[config.mk]
export PLATFORM = sky130hd
export DESIGN_NAME = fetch_stage
export DESIGN_NICKNAME = d
export VERILOG_FILES = /design/src/rtl/fetch_stage.sv
export SDC_FILE = /design/constraint.sdc
export NUM_CORES = 1
export LEC_CHECK = 0
export CORE_UTILIZATION = 46
export CTS_BUF_LIST = sky130_fd_sc_hd__clkbuf_16
export DETAILED_ROUTE_END_ITERATION = 8
export MAX_ROUTING_LAYER = met4
export PLACE_DENSITY = 0.88
export SYNTH_ARGS = -nofsm -noshare
export SYNTH_HDL_FRONTEND = slang
export SYNTH_SLANG_ARGS = --single-unit
export TNS_END_PERCENT = 10
[constraint.sdc]
create_clock -name clk -period 5.7 [get_ports clk]
set_input_delay 1.14 -clock clk [delete_from_list [all_inputs] [get_ports clk]]
set_output_delay 1.14 -clock clk [all_outputs]
set_load 0.05 [all_outputs]
[src/rtl/fetch_stage.sv]
// Instruction-fetch front end: PC generation, inst SRAM request, decode handoff.
// Optional address-fault detection is compiled in with FETCH_ADEF_EN.
module fetch_stage #(
    parameter logic [31:0] RESET_PC = 32'h1C00_0000
`ifdef FETCH_ADEF_EN
    , parameter logic [31:0] NOP_INST = 32'h0340_0000
`endif
) (
    input  logic        clk,
    input  logic        resetn,
    input  logic        id_allowin,
    input  logic        br_taken,
    input  logic [31:0] br_target,
    output logic        inst_sram_en,
    output logic [3:0]  inst_sram_we,
    output logic [31:0] inst_sram_addr,
    output logic [31:0] inst_sram_wdata,
    input  logic [31:0] inst_sram_rdata,
    output logic [31:0] instD,
    output logic [31:0] pcD,
    output logic        validD
`ifdef FETCH_ADEF_EN
    , output logic      adefD
`endif
);

    logic        fs_valid;
    logic [31:0] fs_pc;
    logic        buf_valid;
    logic [31:0] inst_buf;
    logic        fs_allowin;
    logic [31:0] nextpc;
    logic [31:0] live_inst;

    assign nextpc    = br_taken ? br_target : fs_pc + 32'd4;
    assign live_inst = buf_valid ? inst_buf : inst_sram_rdata;

`ifdef FETCH_ADEF_EN
    logic fs_adef;
    logic misalign;

    assign misalign     = |nextpc[1:0];
    assign fs_allowin   = fs_adef ? br_taken
                                  : (~fs_valid | id_allowin | br_taken);
    assign inst_sram_en = resetn & fs_allowin & ~misalign;
    assign instD        = fs_adef ? NOP_INST : live_inst;
    assign adefD        = validD & fs_adef;
`else
    assign fs_allowin   = ~fs_valid | id_allowin | br_taken;
    assign inst_sram_en = resetn & fs_allowin;
    assign instD        = live_inst;
`endif

    assign inst_sram_we    = 4'b0000;
    assign inst_sram_addr  = nextpc;
    assign inst_sram_wdata = 32'd0;
    assign pcD             = fs_pc;
    assign validD          = resetn & fs_valid & ~br_taken;

    // Advance the IF entry on acceptance; otherwise hold it and
    // capture the returning SRAM word once so it survives the stall.
    always_ff @(posedge clk) begin
        if (!resetn) begin
            fs_valid  <= 1'b0;
            fs_pc     <= RESET_PC - 32'd4;
            buf_valid <= 1'b0;
            inst_buf  <= 32'd0;
`ifdef FETCH_ADEF_EN
            fs_adef   <= 1'b0;
`endif
        end else if (fs_allowin) begin
            fs_valid  <= 1'b1;
            fs_pc     <= nextpc;
            buf_valid <= 1'b0;
`ifdef FETCH_ADEF_EN
            fs_adef   <= misalign;
`endif
        end else if (!buf_valid) begin
            inst_buf  <= inst_sram_rdata;
            buf_valid <= 1'b1;
        end
    end

endmodule
Word-level counts from Yosys, hierarchy flattened
Cells that the tools add are included.
{"block": "totals", "regBits": 66, "inputBits": 68, "out_inout_bits": 134, "word_cells": 15}
{"block": "classes", "add_sub_neg": 1, "mux": 3, "n_bitwise": 7}
{"cell": "$mux 32", "n": 2}
{"cell": "$add 32x3->32 const B", "n": 1}
{"cell": "$and 1x1->1", "n": 3}
{"cell": "$not 1->1", "n": 2}
{"cell": "$or 1x1->1", "n": 2}
{"cell": "$mux 1", "n": 1}

Logic depth before layout (Yosys ltp)
{"block": "depth", "word_depth": 4, "ltp_mapped": 7, "mapped_depth_nobuf": 6}

Worst setup path after synthesis
OpenSTA, ideal clock, no wires.
{"block": "synth_path", "path_kind": "input port to output port", "from": "in br_taken", "to": "out inst_sram_addr[20]", "arrival_time_ns": 3.256, "required_time_ns": 4.560, "slack_ns": 1.304, "stages": 6, "path_buffers": 3, "cell_sequence": "buf_2 -> clkinv_1 -> clkbuf_1 -> buf_1 -> nor2_1 -> a311oi_1"}
{"block": "synth_via", "elab_chain_cells": 1}
{"element": "start, declared", "line_no": "12", "text": "input logic br_taken,"}
{"element": "$mux 32", "line_no": "35", "text": "assign nextpc = br_taken ? br_target : fs_pc + 32'd4;"}
{"element": "end, declared", "line_no": "16", "text": "output logic [31:0] inst_sram_addr,"}
Every way passes these cells.

Worst setup path in the final report
{"block": "layout_path", "from": "in br_taken", "to": "out inst_sram_addr[30]"}
Same word-level chain as after synthesis.

==> flow_summary.ini <==
[final_layout]
nets = 728
fillCellCount = 774
layout_commonest_cell = clkdlybuf4s50_1
drive_above_1_share = 0.148
diodes = 0
area_delta_synth_final_pct = 43.8
final_util = 0.687
fin_area_mm2 = 0.00638
layout_common_cells = clkdlybuf4s50_1 (142), dfxtp_1 (66), mux2_2 (43)

[synth]
yosysUniqueCellTypes = 58
synth_top_area_cell = dfxtp_1
dominantRegCellSynth = dfxtp_1
synth_top_cells_by_area = dfxtp_1 (30%), mux2_2 (11%), a22o_1 (6.7%)
netlist_area_mm2 = 0.00444
ys_warn_count = 0
yosysSeqAreaShare = 0.298
synth_top_area_frac = 0.298
synthArstFlopShare = 0
synth-seq-cells = 66
synth_area_per_cell_um2 = 8.50
syn_inst = 522
synth-edff-count = 0

[clocking]
clk_pin_slew_ns = 0.05
cts_hold_buf = 0
htreeDepth = 3
cts_tree = built
cts.sinks = 66
root_buffer = clkbuf_16
postCtsSetupRepairBufs = 0
clockBufferDepth = 2
ctsResizeCount = 0
clkLatencyLatePin_ns = 0.33
numCtsBuffers = 9

[sta]
rsz0062_at_grt = false
layout_setup_ws_ns = 0.872
hold_violations = 0
tns_ns = 0
min_period_ns = 4.83
drv_slew = 0
relSlewSlack = 0.365
clock_skew_ns = 0.00609
tightest_slew_ns = 0.946
setup-violations-final = 0
period_share = 0.847
max_freq_mhz = 207

[power]
p_leak_nw = 2.42
power_density_mw_per_mm2 = 291
ir_drop_mv = 0.177
power_mw = 1.86

[critical_path]
criticalPathCategory = primary input to output pin
crit_slowest_cell = clkdlybuf4s50_1
cp-start-kind = primary input
critPathMaxFanout = 21
critical_path_buf_inv_count = 4
critPathTopFamily = buffers and inverters
critPathRequiredTime_ns = 4.56
cpPeakStageDelay_ns = 1.04
crit_chain = clkdlybuf4s50_1 -> buf_4 -> buf_4 -> nand2b_1 -> o31a_1 -> clkdlybuf4s50_1
end_kind = output pin
arrival_ns = 3.69

[placement]
gp_congestion = 0.964
dp_hpwl_um = 10500
dp_slack_ns = 0.919
io_buffers = 165
placed_cell_area_mm2 = 0.00606

[global_routing]
grt_util_met2 = 0.484
grt_remaining_overflow = 0
grt_first_pass_wirelength_um = 22800
use_met1 = 0.347
grt_use_met3 = 0.0724
grt_pass1_vias = 4549
top_usage_layer = met2
gr-usage-all-layers = 0.296
antenna_found_initial = 0
grt_max_degree = 39

[route]
dr.pass1.iters = 5
ant_nets = 0
wl_per_cell_um = 18.4
viasPerCell = 6.02
initialDrtViolationCount = 342
vias = 4774
drc_errors = 0
wirelength_um = 14600

[floorplan]
die_height_um = 100
dieArea_mm2 = 0.0100
coreArea_mm2 = 0.00928
start_util = 0.478
dieWidth_um = 100
io_pins = 202
num_rows = 35

[run_status]
status = finished clean

[min_path]
hold_class = flip-flop to flip-flop

[run]
drv_cap = 0
[synthesized netlist by cell type (10+ instances only)]
library cell and instances:
a22o_1 34, a31oi_1 11, and3_1 12, buf_2 15, buf_4 37, clkbuf_1 23
dfxtp_1 66, mux2_2 43, nand2_1 22, nand3_1 24, nand4_1 15, nor2_1 26
nor3_1 20, nor4_1 15, o21ai_0 11, or3_1 10, xnor2_1 12
[sequential cells by signal (all words and copies together), names as in the netlist]
name / flops
inst_buf: 32
pcD: 32
buf_valid: 1
fs_valid: 1
[stage by stage]
| step | std cells | hold slack, ns |
|---|---|---|
| finish | 793 | 0.477 |
| global route | 793 | 0.491 |
| CTS | 793 | 0.480 |
| detailed placement | 777 | 0.460 |
| global placement | 777 | 0.456 |
| floorplan | 557 | 0.443 |
[final timing paths]
| path | depth (start not counted) | to | slack [ns] | startpoint |
|---|---|---|---|---|
| max | 6 | inst_sram_addr[30] | 0.87 | br_taken |
| min | 1 | inst_buf[5] | 0.48 | inst_buf[5] |
| max reg2reg | 5 | pcD[30] | 3.25 | pcD[2] |
| min reg2reg | 1 | inst_buf[5] | 0.48 | inst_buf[5] |
[cells by family (layout without fill, tap and decap cells)]
kind of cell    after synthesis  count (layout)  share of synthesized area
fa+ha+maj                     1               1                    0.00282
other cells                   1              36                   0.000845
flops                        66              66                      0.298
mux                          45              45                      0.114
simple gates                178             178                      0.224
xor+xnor                     18              18                     0.0355
buf+inv                      94             201                      0.117
compound gates              119             119                      0.208
[metal layers]
layer,wire length (µm),vias up
li1,-,2194
met1,5710,2255
met2,7340,276
met3,1180,49
met4,396,0
met5,0,-
[report_power, final]
part | leakage, nW | switching [mW] | internal (mW)
logic | 1.72 | 0.472 | 0.253
clock network | 0.157 | 0.216 | 0.383
registers | 0.542 | 0.0448 | 0.489
total | 2.42 | 0.733 | 1.12
[worst register-to-register path: cells and delay by family (launching register included)]
family,cells,cell delay (ns)
and+or+nand+nor,3,1.46
AOI/OAI and AO/OA,1,0.21
DFF,1,0.47
adders and majority gates,1,0.25
[area by class of cell]
class	instances	area [µm²]	area share
multi-input combinational	397	2730	0.428
inverter	9	33.8	0.00530
clock buffer	9	225	0.0353
timing repair buffer	176	1810	0.284
clock inverter	7	93.8	0.0147
tap	129	161	0.0253
sequential	66	1320	0.207
(Power assumes the default switching activity.)
